**src/rtl/bin_to_bcd_seq.sv**
```systemverilog
// Sequential double-dabble binary to packed BCD converter.
// Optional leading-zero blanking enabled with BCD_BLANK_EN.
module bin_to_bcd_seq #(
  parameter int WIDTH  = 32,
  parameter int DIGITS = 10
) (
  input  logic                  clk,
  input  logic                  rst,
  input  logic                  start,
  input  logic [WIDTH-1:0]      bin_in,
  output logic                  busy,
  output logic                  done,
  output logic [4*DIGITS-1:0]   bcd_out,
  output logic                  overflow,
  output logic [DIGITS-1:0]     blank_mask
);

  localparam int CW = $clog2(WIDTH) + 1;
  localparam int BW = 4 * DIGITS;

  typedef enum logic {
    IDLE,
    SHIFT
  } state_t;

  state_t            state, state_nx;
  logic [WIDTH-1:0]  shreg, shreg_nx;
  logic [BW-1:0]     work, work_nx;
  logic [BW-1:0]     adj;
  logic              ovf_acc, ovf_acc_nx;
  logic [CW-1:0]     cnt, cnt_nx;
  logic [BW-1:0]     bcd_nx;
  logic              ovf_nx;
  logic              done_nx;
  logic              last;

  assign busy = (state == SHIFT);
  assign last = (cnt == CW'(WIDTH - 1));

  // Add 3 to every working digit >= 5 before the shift
  always_comb begin
    adj = work;
    for (int i = 0; i < DIGITS; i++) begin
      if (work[4*i +: 4] >= 4'd5)
        adj[4*i +: 4] = work[4*i +: 4] + 4'd3;
    end
  end

  // Next-state and datapath updates for accept, shift and finish
  always_comb begin
    state_nx   = state;
    shreg_nx   = shreg;
    work_nx    = work;
    ovf_acc_nx = ovf_acc;
    cnt_nx     = cnt;
    bcd_nx     = bcd_out;
    ovf_nx     = overflow;
    done_nx    = 1'b0;
    unique case (state)
      IDLE: begin
        if (start) begin
          shreg_nx   = bin_in;
          work_nx    = '0;
          ovf_acc_nx = 1'b0;
          cnt_nx     = '0;
          state_nx   = SHIFT;
        end
      end
      SHIFT: begin
        work_nx    = {adj[BW-2:0], shreg[WIDTH-1]};
        shreg_nx   = shreg << 1;
        ovf_acc_nx = ovf_acc | adj[BW-1];
        cnt_nx     = cnt + 1'b1;
        if (last) begin
          bcd_nx   = work_nx;
          ovf_nx   = ovf_acc_nx;
          done_nx  = 1'b1;
          state_nx = IDLE;
        end
      end
      default: state_nx = IDLE;
    endcase
  end

  // State and datapath registers
  always_ff @(posedge clk) begin
    if (rst) begin
      state    <= IDLE;
      shreg    <= '0;
      work     <= '0;
      ovf_acc  <= 1'b0;
      cnt      <= '0;
      bcd_out  <= '0;
      overflow <= 1'b0;
      done     <= 1'b0;
    end else begin
      state    <= state_nx;
      shreg    <= shreg_nx;
      work     <= work_nx;
      ovf_acc  <= ovf_acc_nx;
      cnt      <= cnt_nx;
      bcd_out  <= bcd_nx;
      overflow <= ovf_nx;
      done     <= done_nx;
    end
  end

`ifdef BCD_BLANK_EN
  logic [DIGITS-1:0] blank_nx;

  // Digit i (i >= 1) blanks when it and every higher digit are zero
  function automatic logic [DIGITS-1:0] blank_of(
    input logic [BW-1:0] b
  );
    logic z;
    blank_of = '0;
    z = 1'b1;
    for (int i = DIGITS - 1; i >= 1; i--) begin
      z = z & (b[4*i +: 4] == 4'd0);
      blank_of[i] = z;
    end
  endfunction

  // Blank flags follow the final result of each conversion
  always_comb begin
    blank_nx = blank_mask;
    if (done_nx)
      blank_nx = blank_of(work_nx);
  end

  // Blank mask register, updated alongside bcd_out
  always_ff @(posedge clk) begin
    if (rst)
      blank_mask <= '0;
    else
      blank_mask <= blank_nx;
  end
`else
  assign blank_mask = '0;
`endif

endmodule

```
**config.mk**
```make
export PLATFORM = sky130hd
export DESIGN_NAME = bin_to_bcd_seq
export DESIGN_NICKNAME = d
export VERILOG_FILES = /design/src/rtl/bin_to_bcd_seq.sv
export SDC_FILE = /design/constraint.sdc
export NUM_CORES = 1
export LEC_CHECK = 0
export BUFFER_PORTS_ARGS = -buffer_cell sky130_fd_sc_hd__buf_2
export CORE_UTILIZATION = 45
export CTS_CLUSTER_DIAMETER = 100
export DETAILED_ROUTE_END_ITERATION = 10
export PLACE_DENSITY = 0.67
export SLEW_MARGIN = 15
export SYNTH_ARGS = -nofsm -noshare
export SYNTH_HDL_FRONTEND = slang
export SYNTH_SLANG_ARGS = --single-unit
```
**constraint.sdc**
```tcl
create_clock -name clk -period 1.9 [get_ports clk]
set_clock_uncertainty 0.1 [all_clocks]
set_input_delay 0.095 -clock clk [delete_from_list [all_inputs] [get_ports clk]]
set_output_delay 0.095 -clock clk [all_outputs]
set_load 0.005 [all_outputs]
```
==> results of run 1 <==
[per-stage QoR]
stage / hold slack (ns) / cell area (um2)
final: 0.0641 / 7050
after global routing: 0.0890 / 7050
after CTS: 0.0581 / 6990
after detailed placement: 0.237 / 6070
after global placement: 0.227 / 6070
after floorplan: 0.190 / 5590
[final timing paths]
| kind | startpoint | endpoint | cells after the start | slack [ns] |
|---|---|---|---|---|
| worst max-delay path | cnt[0] | bcd_out[30] | 5 | 0.14 |
| worst min-delay path | start | work[0] | 4 | 0.06 |
| worst max register to register | cnt[0] | bcd_out[30] | 5 | 0.14 |
| worst min register to register | bcd_out[9] | bcd_out[9] | 2 | 0.37 |
[power by group through the flow]
stage | registers, mW | logic [mW] | clock network (mW)
2_1_floorplan | 2.68 | 0.240 | 0
3_3_place_gp | 2.69 | 0.313 | 0
3_5_place_dp | 2.69 | 0.324 | 0
4_1_cts | 2.63 | 0.378 | 3.22
5_1_grt | 2.64 | 0.426 | 3.33
6_report | 2.64 | 0.380 | 3.17
[synthesized netlist by cell type, types with 3 or more instances]
library cell	count
a311oi_1	10
buf_2	15
buf_1	3
clkbuf_1	18
nand2_1	50
a21o_1	22
xnor2_1	10
nor3b_1	21
a22o_1	12
o22ai_1	8
dfxtp_1	122
nand2b_1	11
mux2i_1	43
nor2_1	88
nand3_1	13
a21oi_1	69
buf_4	11
ha_1	21
and3_1	12
inv_1	22
o21ai_0	48
nor3_1	5
[final cells by class]
type	instances	area, um2	share of cell area
Sequential cell	122	2440	0.347
Multi-Input combinational cell	464	2820	0.401
Tap cell	147	184	0.0261
Inverter	23	86.3	0.0122
Clock buffer	24	502	0.0712
Clock inverter	7	88.8	0.0126
Timing Repair Buffer	131	920	0.130
[worst min-delay path: stages]
cell	delay [ns]
buf_2	0.22
nor3_1	0.07
a21oi_1	0.11
nor2_1	0.04
[flip-flops by register name, indices dropped and copies added (netlist names)]
name and count:
done 1, busy 1, overflow 1, shreg 32, ovf_acc 1, cnt 6, work 40, bcd_out 40
[kinds of logic after synthesis]
group           share of synthesized area
simple gates                        0.173
compound gates                      0.186
flops                               0.440
buf+inv                            0.0602
mux                                0.0775
fa+ha+maj                          0.0473
xor+xnor                           0.0158
other cells                      0.000675
[routing by layer]
metal / vias up / wire (um)
li1: 2446 / -
met1: 2236 / 5820
met3: 12 / 576
met5: - / 0
met4: 0 / 162
met2: 110 / 6570
[timing repair]
action / CTS / global route
endpoints found under the setup margin: 0 / 3
endpoints found under the hold margin: 33 / 0
setup buffers: 0 / 3
gates resized for setup: 0 / 2
hold buffers: 33 / 0
==> flow_metrics.py, run 1 <==
metrics = {
    "critical_path": {
        "cp_cell_sequence": "ha_2, nand2_1, or3_4, and3_1, a21o_1",
        "startpoint_type": "flop",
        "crit_family": "simple AND/OR/NAND/NOR gates",
        "critical_path_arrival_ns": 1.96,
        "crit_path_end_kind": "flop",
        "critPathMaxFanout": 14,
        "crit_slowest_cell": "or3_4",
        "cp.required_ns": 2.11,
        "crit_buf_inv": 0,
        "critPathMaxStageDelay_ns": 0.44,
        "crit_type": "reg -> reg",
    },
    "global_routing": {
        "busiest_layer": "met2",
        "gr-total-overflow": 0,
        "track_usage": 0.217,
        "grt_pass1_wl_mm": 21.8,
        "grtUsageMet3": 0.0525,
        "grt_use_met2": 0.376,
        "grt_max_degree": 52,
        "antenna_found_initial": 0,
        "grt_use_met1": 0.258,
        "grt_pass1_vias": 4686,
    },
    "power": {
        "power.internal_mw": 4.87,
        "combPwrFrac": 0.061,
        "power_mw": 6.19,
        "cellLeakagePower_nw": 3.14,
        "seqPwrFrac": 0.426,
        "ir_worst_vdd_uv": 657,
        "p_sw_mw": 1.32,
        "clkPwrFrac": 0.513,
        "p_per_area_nw_per_um2": 878,
        "p_sw_frac": 0.214,
    },
    "timing": {
        "fin_crit_sh": 0.925,
        "clock.fmax_mhz": 569,
        "min_period_ns": 1.76,
        "final_max_slew_viol_count": 0,
        "fin_ws_ns": 0.142,
        "rsz0062_at_grt": "false",
        "tightest_slew_ns": 1.14,
        "setup_tns_ns": 0,
        "setup_viol": 0,
        "hold_violations": 0,
        "maxSlewHeadroom": 0.238,
    },
    "status": {
        "status": "completed",
    },
    "finish": {
        "area_growth_pct": 26.9,
        "fin_util": 0.587,
        "layout_common_cells": "121 x dfxtp_1, 88 x nor2_1, 77 x buf_2",
        "fillCellCount": 1031,
        "n_antenna_cell": 0,
        "drive_above_1_share": 0.175,
        "finalNonFillerCells": 918,
        "final_common_cell": "dfxtp_1",
        "final_nets": 815,
    },
    "cts": {
        "cts-htree-levels": 4,
        "numCtsBuffers": 17,
        "cts_tree": "built",
        "clk_pin_slew_worst_paths_ns": 0.05,
        "clock_latency_ns": 0.41,
        "clock_tree.root_cell": "clkbuf_16",
        "cts_buffer_depth": 2,
        "clock_sinks": 122,
    },
    "placed_design": {
        "dp_slack_ns": 0.129,
        "globalplace.congestion": 0.800,
        "dp_hpwl_mm": 8.64,
        "dp.cells": 850,
        "portBuffers": 77,
    },
    "synth": {
        "synth_top_cell_by_area": "dfxtp_1",
        "synth_top_area_frac": 0.440,
        "syn_area_um2": 5550,
        "synth_seq_cells": 122,
        "ys.flop_type": "dfxtp_1",
        "synth.distinct_cells": 36,
        "synth_edf_count": 0,
        "synth_warnings": 0,
        "seq_area_frac_synth": 0.440,
        "async_flop_share": 0,
        "synth_area_leaders": "dfxtp_1 44%, mux2i_1 7.8%, a21oi_1 6.2%",
        "synthesis.instances": 648,
        "avgSynthCellArea_um2": 8.57,
    },
    "routing": {
        "vias_per_cell": 5.23,
        "vias": 4804,
        "drc": 0,
        "drt_iter0_drc": 229,
        "drtPass1Iterations": 4,
        "routedWlPerCell_um": 14.3,
        "ant_nets": 0,
        "wl_mm": 13.1,
    },
    "die": {
        "row_count": 40,
        "die_h_um": 113,
        "die_w_um": 113,
        "start_util": 0.462,
        "num_io_pins": 88,
        "core_um2": 12000,
        "die-area_um2": 12800,
    },
    "flow_run": {
        "max_cap_viol_count": 0,
    },
    "worst_hold_path": {
        "worstHoldPathType": "in -> reg",
    },
}
Note: power is estimated with default switching activity, not from simulation.
==> inputs of run 2 (changes only) <==
Settings changed: CORE_ASPECT_RATIO set to 1.5.
==> flow_metrics.py, run 2 (synthesis gave the netlist of run 1 again) <==
metrics = {
    "status": {
        "status": "completed",
    },
    "placed_design": {
        "globalplace.congestion": 0.821,
        "dpl_cell_area_um2": 6110,
        "dp_hpwl_mm": 8.83,
        "portBuffers": 77,
    },
    "power": {
        "power_mw": 6.06,
        "p_per_area_nw_per_um2": 859,
        "cellLeakagePower_nw": 3.12,
        "combPwrFrac": 0.065,
        "seqPwrFrac": 0.435,
        "clkPwrFrac": 0.500,
        "p_sw_mw": 1.39,
        "p_sw_frac": 0.229,
        "ir_worst_vdd_uv": 528,
        "power.internal_mw": 4.68,
    },
    "timing": {
        "rsz0062_at_grt": "true",
        "setup_viol": 0,
        "maxSlewHeadroom": 0.665,
        "tightest_slew_ns": 0.501,
        "min_period_ns": 1.78,
        "hold_violations": 0,
        "final_max_slew_viol_count": 0,
        "fin_crit_sh": 0.937,
        "clock.fmax_mhz": 562,
    },
    "routing": {
        "vias": 4984,
        "drtPass1Iterations": 6,
        "drt_iter0_drc": 152,
        "routedWlPerCell_um": 14.6,
        "wl_mm": 13.5,
        "ant_nets": 0,
        "drc": 0,
        "vias_per_cell": 5.39,
    },
    "critical_path": {
        "cp.required_ns": 2.13,
        "r2r_cells": 6,
        "critical_path_arrival_ns": 2.01,
        "worstReg2RegEnd": "bcd_out[21]",
        "crit_type": "reg -> reg",
        "ff2ff_setup_slack_ns": 0.12,
        "critPathMaxFanout": 6,
        "r2r_start": "cnt[0]",
        "startpoint_type": "flop",
        "crit_path_end_kind": "flop",
    },
    "finish": {
        "final_cell_area_um2": 7050,
        "n_antenna_cell": 0,
        "final_nets": 815,
        "layout_common_cells": "121 x dfxtp_1, 88 x nor2_1, 77 x buf_2",
        "final_common_cell": "dfxtp_1",
        "reg_top3": "bcd_out (40), work (40), shreg (32)",
        "drive_above_1_share": 0.178,
        "area_growth_pct": 27.0,
    },
    "worst_hold_path": {
        "worstHoldPathType": "in -> reg",
        "min_to": "shreg[5]",
        "hp-start": "start",
        "hold_depth": 5,
    },
    "cts": {
        "clock_latency_ns": 0.41,
        "clock_sinks": 122,
        "cts_buffer_depth": 2,
        "clk_pin_slew_worst_paths_ns": 0.06,
        "clock_tree.root_cell": "clkbuf_16",
        "cts-htree-levels": 4,
        "numCtsBuffers": 17,
        "cts_tree": "built",
    },
    "die": {
        "num_io_pins": 88,
        "die_w_um": 92.7,
        "core_um2": 12000,
        "row_count": 49,
        "die_h_um": 138,
        "start_util": 0.462,
        "die-area_um2": 12800,
    },
    "global_routing": {
        "grt_max_degree": 91,
        "track_usage": 0.217,
        "grt_pass1_wl_mm": 22.1,
        "antenna_found_initial": 0,
        "grt_pass1_vias": 4740,
        "gr-total-overflow": 0,
    },
    "flow_run": {
        "max_cap_viol_count": 0,
    },
}
-- run 2: changes by cell type in the layout (fill, tap and decap cells not counted) --
cell / delta
clkinv_4: +1
buf_4: -2
inv_2: -1
clkinvlp_4: +2
inv_6: +1
bufinv_16: -1
clkinv_2: +2
buf_12: +2
clkbuf_1: -2
clkbuf_8: -2
-- run 2: through the flow --
stage	setup WS, ns	hold slack, ns	std cells	setup TNS, ns	util
6_report	0.120	0.173	924	0	0.587
3_3_place_gp	0.211	0.283	857	0	0.509
2_1_floorplan	0.240	0.190	657	0	-
3_5_place_dp	0.136	0.311	857	0	0.509
4_1_cts	0.131	0.163	921	0	0.583
5_1_grt	-0.0187	0.178	924	-0.0253	0.587
-- run 2: worst max path at each step --
stage	start	end	slack, ns	depth (start not counted)
detailed placement	cnt[0]	bcd_out[2]	0.14	5
global placement	cnt[0]	bcd_out[6]	0.21	5
global route	cnt[0]	bcd_out[17]	-0.02	6
CTS	cnt[0]	bcd_out[33]	0.13	5
finish	cnt[0]	bcd_out[21]	0.12	6
floorplan	cnt[0]	bcd_out[10]	0.24	6
-- run 2: final cells by class --
cell class / instances / area (um2)
clock inverters: 11 / 96.3
fillers: 1063 / 4960
inverters: 23 / 87.6
well taps: 153 / 191
clock buffers: 20 / 467
flip-flops and latches: 122 / 2440
multi-input cells: 464 / 2820
repair buffers: 131 / 945
-- run 2: worst max-delay path, cell delays in order (launching register included) --
cell and delay [ns]:
dfxtp_1 0.39, ha_2 0.25, nand2_1 0.11, nor3_4 0.31, nand2_2 0.19, buf_4 0.20, o22ai_1 0.16
-- run 2: power groups by stage --
| stage | clock network [mW] | logic [mW] | registers (mW) |
|---|---|---|---|
| 2_1_floorplan | 0 | 0.240 | 2.68 |
| 3_3_place_gp | 0 | 0.326 | 2.69 |
| 3_5_place_dp | 0 | 0.335 | 2.69 |
| 4_1_cts | 3.09 | 0.387 | 2.63 |
| 5_1_grt | 3.21 | 0.434 | 2.64 |
| 6_report | 3.03 | 0.393 | 2.64 |
-- run 2: repair_timing --
item / in CTS / in global routing
setup buffers: 0 / 2
resized for setup: 0 / 3
endpoints found under the setup margin: 0 / 3
hold buffers: 33 / 0
endpoints found under the hold margin: 39 / 0
-- run 2: routing by layer --
metal	share of wire	GRT usage	vias to the layer above
met5	0	0	-
met4	0.017	0.0866	0
met3	0.046	0.0512	16
met2	0.52	0.376	125
met1	0.41	0.253	2388
li1	-	-	2455
